`src/rtl/serial_shifter.sv`:
```
// serial_shifter: one-bit-per-cycle SRL / ROL / saturating SSL engine
// with start/busy/done handshake and registered result and flags.
module serial_shifter #(
  parameter int WIDTH = 16
) (
  input  logic             clk,
  input  logic             rst,
  input  logic             start,
  input  logic [WIDTH-1:0] shift_in,
  input  logic [3:0]       shift_val,
  input  logic [1:0]       mode,
  output logic             busy,
  output logic             done,
  output logic [WIDTH-1:0] shift_out,
  output logic             ovfl,
  output logic             zero
);

  typedef enum logic [1:0] {
    S_IDLE,
    S_SHIFT,
    S_DONE
  } state_t;

  localparam logic [1:0] M_SRL  = 2'b00;
  localparam logic [1:0] M_ROL  = 2'b01;
  localparam logic [1:0] M_SSL  = 2'b10;
  localparam logic [1:0] M_PASS = 2'b11;

  localparam logic [WIDTH-1:0] SAT_NEG = {1'b1, {(WIDTH-1){1'b0}}};
  localparam logic [WIDTH-1:0] SAT_POS = {1'b0, {(WIDTH-1){1'b1}}};

  state_t           r_state;
  state_t           w_state_nxt;
  logic [WIDTH-1:0] r_work;
  logic [3:0]       r_cnt;
  logic [1:0]       r_mode;
  logic             r_sign;
  logic             r_sticky;

  logic             w_accept;
  logic [WIDTH-1:0] w_step;
  logic             w_step_sticky;
  logic [WIDTH-1:0] w_fin_work;
  logic             w_fin_sticky;
  logic             w_fin_sign;
  logic [1:0]       w_fin_mode;
  logic [WIDTH-1:0] w_result;
  logic             w_load;

  assign w_accept = (r_state == S_IDLE) && start;

  // State register
  always_ff @(posedge clk) begin
    if (rst) r_state <= S_IDLE;
    else     r_state <= w_state_nxt;
  end

  // Next-state logic
  always_comb begin
    w_state_nxt = r_state;
    unique case (r_state)
      S_IDLE: begin
        if (start) begin
          if ((shift_val != 4'd0) && (mode != M_PASS))
            w_state_nxt = S_SHIFT;
          else
            w_state_nxt = S_DONE;
        end
      end
      S_SHIFT: begin
        if (r_cnt == 4'd1) w_state_nxt = S_DONE;
      end
      S_DONE:  w_state_nxt = S_IDLE;
      default: w_state_nxt = S_IDLE;
    endcase
  end

  // Handshake outputs decoded from state
  always_comb begin
    busy = (r_state != S_IDLE);
    done = (r_state == S_DONE);
  end

  // One 1-bit step of the working register
  always_comb begin
    w_step = r_work;
    unique case (r_mode)
      M_SRL:   w_step = {1'b0, r_work[WIDTH-1:1]};
      M_ROL:   w_step = {r_work[WIDTH-2:0], r_work[WIDTH-1]};
      M_SSL:   w_step = {r_work[WIDTH-2:0], 1'b0};
      default: w_step = r_work;
    endcase
    w_step_sticky = r_sticky |
      ((r_mode == M_SSL) && (r_work[WIDTH-1] != r_work[WIDTH-2]));
  end

  // Result selection for the edge that enters DONE
  always_comb begin
    if (r_state == S_IDLE) begin
      w_fin_work   = shift_in;
      w_fin_sticky = 1'b0;
      w_fin_sign   = shift_in[WIDTH-1];
      w_fin_mode   = mode;
    end else begin
      w_fin_work   = w_step;
      w_fin_sticky = w_step_sticky;
      w_fin_sign   = r_sign;
      w_fin_mode   = r_mode;
    end
    if ((w_fin_mode == M_SSL) && w_fin_sticky)
      w_result = w_fin_sign ? SAT_NEG : SAT_POS;
    else
      w_result = w_fin_work;
    w_load = (w_state_nxt == S_DONE) && (r_state != S_DONE);
  end

  // Operand capture and per-cycle shifting
  always_ff @(posedge clk) begin
    if (rst) begin
      r_work   <= '0;
      r_cnt    <= '0;
      r_mode   <= '0;
      r_sign   <= 1'b0;
      r_sticky <= 1'b0;
    end else if (w_accept) begin
      r_work   <= shift_in;
      r_cnt    <= shift_val;
      r_mode   <= mode;
      r_sign   <= shift_in[WIDTH-1];
      r_sticky <= 1'b0;
    end else if (r_state == S_SHIFT) begin
      r_work   <= w_step;
      r_cnt    <= r_cnt - 4'd1;
      r_sticky <= w_step_sticky;
    end
  end

  // Registered result and flags, updated only on completion
  always_ff @(posedge clk) begin
    if (rst) begin
      shift_out <= '0;
      ovfl      <= 1'b0;
      zero      <= 1'b0;
    end else if (w_load) begin
      shift_out <= w_result;
      ovfl      <= w_fin_sticky;
      zero      <= (w_result == '0);
    end
  end

endmodule

```
`config.mk`:
```
export PLATFORM = sky130hd
export DESIGN_NAME = serial_shifter
export DESIGN_NICKNAME = d
export VERILOG_FILES = /design/src/rtl/serial_shifter.sv
export SDC_FILE = /design/constraint.sdc
export NUM_CORES = 1
export LEC_CHECK = 0
export BUFFER_PORTS_ARGS = -buffer_cell sky130_fd_sc_hd__clkbuf_2
export CORE_UTILIZATION = 50
export CTS_CLUSTER_SIZE = 24
export DETAILED_ROUTE_END_ITERATION = 8
export HOLD_SLACK_MARGIN = 0.03
export MAX_ROUTING_LAYER = met4
export PLACE_DENSITY = 0.69
export SYNTH_ARGS = -nofsm -noshare
export SYNTH_HDL_FRONTEND = slang
export SYNTH_SLANG_ARGS = --single-unit
```
`constraint.sdc`:
```
create_clock -name clk -period 2.85 [get_ports clk]
set_clock_uncertainty 0.15 [all_clocks]
set_input_delay 0.855 -clock clk [delete_from_list [all_inputs] [get_ports clk]]
set_output_delay 0.855 -clock clk [all_outputs]
set_load 0.05 [all_outputs]
```
==> results of run 1 <==
flip-flops by register name, indices dropped and copies added, names as in the netlist:
name	count
r_sticky	1
zero	1
shift_out	16
r_state	2
r_cnt	4
r_mode	2
r_sign	1
r_work	16
ovfl	1
cell usage after synthesis (3+ instances only):
cell type	n	area [um2]
o22a_1	4	35.0
nor2b_1	3	18.8
o211ai_1	23	173
nor3_1	7	35.0
a221oi_1	11	96.3
nor2_1	41	154
a21oi_1	29	145
a311oi_1	3	26.3
or3_1	5	31.3
mux2i_1	6	60.1
a22oi_1	7	52.6
o21ai_0	12	60.1
nand2_1	34	128
o221ai_1	5	43.8
nand3_1	5	25.0
nor4_1	3	18.8
buf_1	4	15.0
dfxtp_1	44	881
clkbuf_1	12	45.0
nand2b_1	7	43.8
buf_2	6	30.0
inv_1	5	18.8
metal layers:
layer,global-route usage,vias up
li1,-,1240
met1,0.391,1172
met2,0.397,114
met3,0.0681,19
met4,0.111,0
met5,-,-
cell families (layout without fill, tap and decap cells):
group | count (synthesis) | after routing
AOI/OAI and AO/OA | 112 | 112
DFF | 44 | 44
adders and majority gates | 2 | 2
and+or+nand+nor | 114 | 114
xor gates and xnor gates | 3 | 3
muxes | 8 | 8
buffers and inverters | 29 | 67
through the flow:
stage / utilization / hold WS [ns]
final: 0.606 / 0.306
after global routing: 0.606 / 0.336
after CTS: 0.606 / 0.310
after detailed placement: 0.578 / 0.299
after global placement: 0.578 / 0.294
after floorplan: - / 0.295
final cells by class:
class,count,area share
clock buffers,5,0.0241
well taps,67,0.0293
inverters,6,0.00787
clock inverters,2,0.0210
flip-flops and latches,44,0.308
multi-input cells,239,0.507
repair buffers,54,0.103
report_power, final:
group / total, W / internal [W] / leakage [nW] / switching, W
clock: 0.000576 / 0.000345 / 0.0642 / 0.000230
combinational: 0.000477 / 0.000169 / 0.662 / 0.000308
sequential: 0.000719 / 0.000666 / 0.360 / 0.0000538
total: 0.00177 / 0.00118 / 1.09 / 0.000592
worst min-delay path by stage:
stage,start,to,slack [ns],depth (start not counted)
6_report,ovfl,ovfl,0.31,2
5_1_grt,ovfl,ovfl,0.34,2
3_3_place_gp,shift_out[13],shift_out[13],0.29,2
4_1_cts,ovfl,ovfl,0.31,2
2_1_floorplan,r_sign,r_sign,0.29,2
3_5_place_dp,ovfl,ovfl,0.30,2
worst register-to-register path, delay by kind of cell, from the launching register on:
| kind | cells | cell delay, ns |
|---|---|---|
| AOI/OAI and AO/OA | 2 | 0.36 |
| buffers and inverters | 1 | 0.14 |
| DFF | 1 | 0.56 |
| and+or+nand+nor | 3 | 1.12 |
==> summary.md, run 1 <==
### Synthesis
- **synthesized area** 0.00245 mm2
- **compound-gate portion of the synthesized area** 0.322
- **portion of the post-synthesis area used by sequential elements** 0.359
- **main combinational cell family by area after synthesis** compound AO/OA/AOI/OAI gates
- **syn_area_per_cell** 7.86 um2
- **Async S/R FF share, synth** 0
- **share of cell area taken by muxes after synthesis** 0.0337
- **count of unique library cells instantiated by Yosys** 48
- **area fraction in and, or, nand and nor cells after synthesis** 0.211
- **post-synth net total** 339
- **register bit total from synthesis** 44
- **adder-cell share of the synthesized area** 0.0102
- **commonest register cell after synthesis** dfxtp_1
- **Synth Instances** 312
- **post-synthesis share of cell area spent on xor and xnor gates** 0.0138
- **Ys Warns** 0
- **Post-synth EDFFs** 0

### Die
- **Die Footprint** 0.00519 mm2
- **Core Box Area** 0.00472 mm2
- **vertical die dimension** 72.1 um
- **number of top-level pins** 45
- **Initial Utilization** 0.519
- **chip width** 72.1 um
- **Placement Rows** 25

### Route
- **drc violations** 0
- **met2 routed WL** 2.78 mm
- **antenna viol nets, final** 0
- **met3 wirelength from detailed routing** 542 um
- **Routed met1 length** 3.21 mm
- **routed via count divided by cell count** 6.10
- **topmost layer with routed signal wires** met4
- **iteration-0 DRC count of the detailed router** 188
- **count of vias placed by the detailed router** 2,545
- **1st-pass router iterations** 5
- **routed length per placed instance** 16.1 um
- **wire length reported by the detailed router** 6.71 mm

### Worst setup path
- **arrival time at the worst endpoint** 1.42 ns
- **logic depth of the worst path, buffers included** 3
- **launch instance of the worst register-to-register path** r_state[1]
- **Data required, critical path** 1.85 ns
- **largest fanout of any net on the critical path** 12
- **Slowest Stage Delay on Critical Path** 0.56 ns
- **crit path launch type** flip-flop
- **Critical Path End Type** primary output
- **RR Endpoint** r_work[4]
- **Register-to-Register Setup Slack** 0.46 ns
- **cells on worst reg2reg path** 6
- **Worst Path Class, Setup** flip-flop to primary output
- **CP delay by family, top** flip-flops
- **source of the critical timing path** r_state[1]
- **standard cell with the maximum stage delay on the critical path** dfxtp_1
- **buffering stage count on the worst path with inverters included** 2
- **critical-path cell list** nor2_1 > inv_2 > clkbuf_2
- **worst setup path endpoint** busy

### Finish
- **antenna diode count** 0
- **number of inserted filler cells in the final layout** 448
- **number of nets in the layout** 377
- **final non-filler cell area** 0.00286 mm2
- **share of final-layout standard cells stronger than drive strength 1** 0.200
- **most frequent cells in the layout** 44 x clkbuf_2, 44 x dfxtp_1, 41 x nor2_1
- **area of the multi-input gates** 0.00145 mm2
- **area occupied by registers** 881 um2
- **fin cells** 417
- **area added between synthesis and finish** 16.6%

### Power
- **power per standard cell area** 620 mW/mm2
- **sum of internal, switching and leakage power** 0.00177 W
- **Worst VDD drop** 0.295 mV
- **Leakage** 1.09 nW

### Placement
- **estimated wirelength of the detail-placed design** 4.83 mm
- **instance area at placement** 0.00273 mm2
- **final weighted congestion of routability-driven global placement** 0.909
- **Worst Setup Slack post-DPL** 0.260 ns
- **Port Buf Inserts** 44
- **number of placed instances, taps included** 410

### STA
- **final number of hold-violating endpoints** 0
- **final slew viol count** 0
- **unrepaired setup endpoints after global routing** no
- **highest attainable clock frequency** 412 MHz
- **setup total negative slack** 0 ns
- **post-route clock period utilization** 0.852
- **count of final setup violators** 0
- **setup slack after layout** 0.423 ns
- **final critical delay including setup and external delays** 2.43 ns
- **Slew HR** 0.175
- **slew of the pin with the lowest slew margin** 1.23 ns

### Clock tree
- **TritonCTS clock tree** done
- **CTS hold repair buffers** 0
- **Worst-path clk slew** 0.09 ns
- **total setup buffers inserted after CTS** 0
- **TritonCTS Sinks** 44
- **Inserted Clock Buffers** 5
- **Clock Path Buffers** 2
- **Root Driver** clkbuf_8
- **number of levels in the clock H-tree** 2
- **post-CTS sizing** 0
- **clock latency on the worst-skew pair** 0.30 ns

### Run status
- **result of the run** finished clean

### Global routing
- **wire length of the first global-routing pass** 11.1 mm
- **antenna violations before repair** 0
- **largest net degree at the start of global routing** 26
- **total congestion overflow** 0
- **vias in the first global route** 2,223
- **overall global routing resource usage** 0.283

### Hold path
- **type of the worst min-delay path** flip-flop to flip-flop

### Job
- **Max Cap Viol** 0

Power figures use the tool's default switching activity.
==> inputs of run 2 (changes only) <==
--- a/config.mk
+++ b/config.mk
@@ -6,6 +6,7 @@
 export NUM_CORES = 1
 export LEC_CHECK = 0
 export BUFFER_PORTS_ARGS = -buffer_cell sky130_fd_sc_hd__clkbuf_2
+export CORE_ASPECT_RATIO = 0.8
 export CORE_UTILIZATION = 50
 export CTS_CLUSTER_SIZE = 24
 export DETAILED_ROUTE_END_ITERATION = 8
==> run 2 against run 1 <==
Net effect: first-iteration DRC count is 31% lower; wire length up 3.5%; combinational power increased by 2%; worst setup slack improved by 0.0035 ns; highest routed layer unchanged; via count is 1.6% lower; fmax grew 0.14%; hold slack improved by 0.0013 ns; die area about the same; global-route usage rose by 0.94 points; critical path depth did not move.
==> summary.md, run 2 (synthesis gave the netlist of run 1 again) <==
### Worst setup path
- **Slowest Stage Delay on Critical Path** 0.54 ns, was 0.56 ns
- **arrival time at the worst endpoint** 1.42 ns, about the same
- **Register-to-Register Setup Slack** 0.56 ns, was 0.46 ns
- **cells on worst reg2reg path** 6, unchanged
- **Critical Path End Type** primary output, unchanged
- **launch instance of the worst register-to-register path** r_state[1], unchanged
- **buffering stage count on the worst path with inverters included** 2, unchanged
- **critical-path cell list** nor2_1 > inv_2 > clkbuf_2, unchanged
- **RR Endpoint** r_work[3], was r_work[4]
- **CP delay by family, top** flip-flops, unchanged
- **logic depth of the worst path, buffers included** 3, unchanged
- **Data required, critical path** 1.85 ns, about the same
- **Worst Path Class, Setup** flip-flop to primary output, unchanged
- **standard cell with the maximum stage delay on the critical path** dfxtp_1, unchanged
- **crit path launch type** flip-flop, unchanged
- **largest fanout of any net on the critical path** 12, unchanged

### Placement
- **number of placed instances, taps included** 406, was 410
- **final weighted congestion of routability-driven global placement** 0.920, was 0.909
- **estimated wirelength of the detail-placed design** 4.99 mm, was 4.83 mm
- **Port Buf Inserts** 44, unchanged

### Global routing
- **met2 Track Usage GR** 0.436, was 0.397
- **vias in the first global route** 2,225, was 2,223
- **total congestion overflow** 0, unchanged
- **met3 usage in global routing** 0.0479, was 0.0681
- **largest net degree at the start of global routing** 24, was 26
- **wire length of the first global-routing pass** 11.2 mm, was 11.1 mm
- **antenna violations before repair** 0, unchanged
- **routing usage on met1** 0.400, was 0.391
- **overall global routing resource usage** 0.292, was 0.283
- **global route hottest layer** met2, unchanged

### STA
- **unrepaired setup endpoints after global routing** no, unchanged
- **setup total negative slack** 0 ns, unchanged
- **slew of the pin with the lowest slew margin** 1.11 ns, was 1.23 ns
- **final slew viol count** 0, unchanged
- **Slew HR** 0.255, was 0.175
- **highest attainable clock frequency** 413 MHz, was 412 MHz
- **final critical delay including setup and external delays** 2.42 ns, was 2.43 ns
- **final number of hold-violating endpoints** 0, unchanged
- **count of final setup violators** 0, unchanged
- **post-route clock period utilization** 0.850, was 0.852
- **Hold WS** 0.307 ns, was 0.306 ns

### Die
- **Placement Rows** 22, was 25
- **Core Box Area** 0.00465 mm2, was 0.00472 mm2
- **chip width** 80.3 um, was 72.1 um
- **Die Footprint** 0.00519 mm2, about the same
- **vertical die dimension** 64.7 um, was 72.1 um
- **Initial Utilization** 0.527, was 0.519
- **number of top-level pins** 45, unchanged

### Finish
- **number of nets in the layout** 380, was 377
- **antenna diode count** 0, unchanged
- **fin cells** 414, was 417
- **most frequent cells in the layout** 44 x clkbuf_2, 44 x dfxtp_1, 41 x nor2_1, unchanged
- **share of the core filled with cells** 0.610, was 0.606
- **largest registers ranked by flip-flop count** r_work x16, shift_out x16, r_cnt x4, unchanged
- **share of final-layout standard cells stronger than drive strength 1** 0.209, was 0.200
- **area added between synthesis and finish** 15.7%, was 16.6%

### Clock tree
- **Clock Path Buffers** 2, unchanged
- **TritonCTS clock tree** done, unchanged
- **Root Driver** clkbuf_8, unchanged
- **total setup buffers inserted after CTS** 0, unchanged
- **Worst-path clk slew** 0.08 ns, was 0.09 ns
- **number of levels in the clock H-tree** 2, unchanged
- **clock latency on the worst-skew pair** 0.31 ns, was 0.30 ns
- **post-CTS sizing** 0, unchanged
- **Inserted Clock Buffers** 5, unchanged
- **TritonCTS Sinks** 44, unchanged
- **CTS hold repair buffers** 0, unchanged

### Run status
- **result of the run** finished clean, unchanged

### Hold path
- **Hold Startpoint** shift_out[13], was ovfl
- **depth of the worst hold-timing path** 2, unchanged
- **terminating pin of the worst hold path** shift_out[13], was ovfl
- **type of the worst min-delay path** flip-flop to flip-flop, unchanged

### Job
- **Max Cap Viol** 0, unchanged

### Route
- **antenna viol nets, final** 0, unchanged
- **iteration-0 DRC count of the detailed router** 129, was 188
- **drc violations** 0, unchanged
- **1st-pass router iterations** 4, was 5
- **routed length per placed instance** 16.8 um, was 16.1 um
- **count of vias placed by the detailed router** 2,505, was 2,545
- **routed via count divided by cell count** 6.05, was 6.10
- **wire length reported by the detailed router** 6.94 mm, was 6.71 mm

### Power
- **power per standard cell area** 572 mW/mm2, was 620 mW/mm2
- **Leakage** 1.09 nW, about the same
- **Worst VDD drop** 0.286 mV, was 0.295 mV

## run 2: cell types whose count changed in the layout (fill, tap and decap cells not counted), sizes merged
cell    before  now
buf         10   13
bufinv       2    0
clkbuf      49   50
clkinv       0    2
## run 2: layer usage
| metal | wire length (um) | vias up |
|---|---|---|
| li1 | - | 1240 |
| met1 | 3300 | 1154 |
| met2 | 3040 | 98 |
| met3 | 453 | 13 |
| met4 | 142 | 0 |
| met5 | 0 | - |
## run 2: how the worst max path moves through the flow
| stage | from | endpoint | slack (ns) |
|---|---|---|---|
| global placement | shift_val[0] | ovfl | 0.34 |
| detailed placement | shift_val[0] | ovfl | 0.28 |
| CTS | r_state[1] | busy | 0.43 |
| floorplan | shift_val[0] | ovfl | 0.46 |
| finish | r_state[1] | busy | 0.43 |
| global route | r_state[1] | r_work[9] | 0.29 |
## run 2: area by class of cell
| class | count | area, um2 |
|---|---|---|
| multi-input combinational | 239 | 1450 |
| clock inverter | 2 | 10.0 |
| inverter | 6 | 22.5 |
| tap | 60 | 75.1 |
| clock buffer | 6 | 82.6 |
| sequential | 44 | 881 |
| fill | 457 | 1810 |
| timing repair buffer | 57 | 318 |
## run 2: through the flow
step	cell area (um2)	total power, W	setup WS, ns
after floorplan	2450	0.00107	0.459
after global placement	2750	0.00121	0.340
after detailed placement	2750	0.00121	0.282
after CTS	2840	0.00162	0.428
after global routing	2840	0.00171	0.289
final	2840	0.00162	0.426
## run 2: worst min-delay path, cell delays in order (launching register included)
cell     delay, ns
dfxtp_1       0.31
nand2_1       0.05
a21oi_1       0.05
## run 2: where the power goes
part | internal, W | total [W] | switching [W]
logic | 0.000175 | 0.000488 | 0.000313
clock network | 0.000194 | 0.000415 | 0.000221
registers | 0.000666 | 0.000719 | 0.0000533
total | 0.00103 | 0.00162 | 0.000587
==> inputs of run 3 (changes only) <==
==> constraint.sdc (replaced) <==
create_clock -name clk -period 2.85 [get_ports clk]
set_clock_uncertainty 0.15 [all_clocks]
set_input_delay 0.855 -clock clk [delete_from_list [all_inputs] [get_ports clk]]
set_output_delay 0.855 -clock clk [all_outputs]
set_load 0.005 [all_outputs]
==> run 3 against run 2 <==
Net effect: total power grew 0.61%; non-clock buffer count is the same; largest cell class unchanged; count of clock-buffer cells in the layout is the same; critical path type is now flip-flop to flip-flop; first-iteration DRC count grew 56%; final area grew 0.53%; hold slack lost 0.00065 ns; largest power group unchanged; final cell count is the same.
==> summary.md, run 3 (synthesis gave the netlist of run 1 again) <==
### Route
- **1st-pass router iterations** 7, was 4
- **wire length reported by the detailed router** 7.05 mm, was 6.94 mm
- **iteration-0 DRC count of the detailed router** 201, was 129
- **routed via count divided by cell count** 6.14, was 6.05
- **antenna viol nets, final** 0, unchanged
- **routed length per placed instance** 17.0 um, was 16.8 um
- **count of vias placed by the detailed router** 2,541, was 2,505
- **drc violations** 0, unchanged

### Hold path
- **type of the worst min-delay path** flip-flop to flip-flop, unchanged

### STA
- **Slew HR** 0.241, was 0.255
- **slew of the pin with the lowest slew margin** 1.13 ns, was 1.11 ns
- **final critical delay including setup and external delays** 2.29 ns, was 2.42 ns
- **setup total negative slack** 0 ns, unchanged
- **final number of hold-violating endpoints** 0, unchanged
- **post-route clock period utilization** 0.803, was 0.850
- **Hold WS** 0.307 ns, about the same
- **highest attainable clock frequency** 437 MHz, was 413 MHz
- **unrepaired setup endpoints after global routing** no, unchanged
- **setup slack after layout** 0.560 ns, was 0.426 ns
- **count of final setup violators** 0, unchanged
- **final slew viol count** 0, unchanged

### Finish
- **most frequent cells in the layout** 44 x clkbuf_2, 44 x dfxtp_1, 41 x nor2_1, unchanged
- **area occupied by registers** 881 um2, unchanged
- **largest registers ranked by flip-flop count** r_work x16, shift_out x16, r_cnt x4, unchanged
- **final non-filler cell area** 0.00285 mm2, was 0.00284 mm2
- **area added between synthesis and finish** 16.3%, was 15.7%
- **number of inserted filler cells in the final layout** 442, was 457
- **number of nets in the layout** 380, unchanged
- **antenna diode count** 0, unchanged
- **area of the multi-input gates** 0.00145 mm2, unchanged
- **share of final-layout standard cells stronger than drive strength 1** 0.206, was 0.209

### Die
- **number of top-level pins** 45, unchanged
- **chip width** 80.3 um, unchanged
- **Die Footprint** 0.00519 mm2, unchanged
- **Core Box Area** 0.00465 mm2, unchanged
- **vertical die dimension** 64.7 um, unchanged
- **Placement Rows** 22, unchanged
- **Initial Utilization** 0.527, unchanged

### Worst setup path
- **cell repeated most along the worst path** nor2_1
- **Critical Path End Type** flip-flop, was primary output
- **crit path launch type** flip-flop, unchanged
- **arrival time at the worst endpoint** 2.37 ns, was 1.42 ns
- **CP delay by family, top** simple AND/OR/NAND/NOR gates, was flip-flops
- **largest fanout of any net on the critical path** 16, was 12
- **Slowest Stage Delay on Critical Path** 0.85 ns, was 0.54 ns
- **Worst Path Class, Setup** flip-flop to flip-flop, was flip-flop to primary output
- **Data required, critical path** 2.93 ns, was 1.85 ns
- **buffering stage count on the worst path with inverters included** 1, was 2
- **standard cell with the maximum stage delay on the critical path** nor2_1, was dfxtp_1
- **critical-path cell list** nor2_1 > inv_2 > nor2_1 > nor2_1 > a221oi_1 > nor2_1, was nor2_1 > inv_2 > clkbuf_2

### Placement
- **Worst Setup Slack post-DPL** 0.280 ns, was 0.282 ns
- **final weighted congestion of routability-driven global placement** 0.920, about the same
- **instance area at placement** 0.00275 mm2, unchanged
- **Port Buf Inserts** 44, unchanged
- **estimated wirelength of the detail-placed design** 5.01 mm, was 4.99 mm

### Power
- **total internal power** 0.00110 W, was 0.00103 W
- **power per standard cell area** 572 mW/mm2, about the same
- **part of the power in registers** 0.441, was 0.443
- **Logic pwr share** 0.262, was 0.301
- **Leakage** 1.09 nW, about the same
- **Worst VDD drop** 0.416 mV, was 0.286 mV
- **switching part of the total** 0.325, was 0.362
- **Clk network pwr share** 0.297, was 0.256
- **reported net switching power** 0.000531 W, was 0.000587 W

### Clock tree
- **post-CTS sizing** 0, unchanged
- **Inserted Clock Buffers** 5, unchanged
- **CTS hold repair buffers** 0, unchanged
- **TritonCTS Sinks** 44, unchanged
- **TritonCTS clock tree** done, unchanged
- **Clock Path Buffers** 2, unchanged
- **Worst-path clk slew** 0.09 ns, was 0.08 ns
- **number of levels in the clock H-tree** 2, unchanged
- **total setup buffers inserted after CTS** 0, unchanged
- **Root Driver** clkbuf_8, unchanged
- **clock latency on the worst-skew pair** 0.30 ns, was 0.31 ns

### Global routing
- **antenna violations before repair** 0, unchanged
- **largest net degree at the start of global routing** 27, was 24
- **overall global routing resource usage** 0.292, about the same
- **wire length of the first global-routing pass** 11.2 mm, about the same
- **total congestion overflow** 0, unchanged
- **vias in the first global route** 2,215, was 2,225

### Job
- **Max Cap Viol** 0, unchanged

### Run status
- **result of the run** finished clean, unchanged

## run 3: path summary, 6_finish.rpt
path / startpoint / to / slack, ns / cells after the start
hold / removal: shift_out[9] / shift_out[9] / 0.31 / 2
setup reg to reg: r_state[1] / r_work[0] / 0.56 / 6
setup / recovery: r_state[1] / r_work[0] / 0.56 / 6
hold reg to reg: shift_out[9] / shift_out[9] / 0.31 / 2
## run 3: layout make-up
| cell class | count | area share |
|---|---|---|
| Tap cell | 60 | 0.0263 |
| Clock inverter | 2 | 0.0123 |
| Multi-Input combinational cell | 239 | 0.508 |
| Clock buffer | 6 | 0.0254 |
| Inverter | 6 | 0.00789 |
| Timing Repair Buffer | 57 | 0.111 |
| Sequential cell | 44 | 0.309 |
## run 3: worst reg2reg max path, stage by stage, from the launching register on
cell      delay (ns)
dfxtp_1         0.53
nor2_1          0.13
inv_2           0.13
nor2_1          0.06
nor2_1          0.85
a221oi_1        0.23
nor2_1          0.14
## run 3: layer usage
metal	up-vias	global-route usage	part of all wire
li1	1244	-	-
met1	1174	0.396	0.46
met3	18	0.0620	0.085
met4	0	0.0848	0.024
met2	105	0.438	0.43
met5	-	-	0
## run 3: power groups by stage
stage	clock, W	combinational (W)	sequential [W]
2_1_floorplan	0	0.000291	0.000716
3_3_place_gp	0	0.000414	0.000731
3_5_place_dp	0	0.000419	0.000731
4_1_cts	0.000485	0.000422	0.000717
5_1_grt	0.000514	0.000474	0.000726
6_report	0.000485	0.000428	0.000719
## run 3: stage by stage
step                total power [W]  cells   util
detailed placement          0.00115    406  0.590
CTS                         0.00162    414  0.613
global route                0.00171    414  0.613
finish                      0.00163    414  0.613
global placement            0.00114    406  0.590
floorplan                   0.00101    312      -
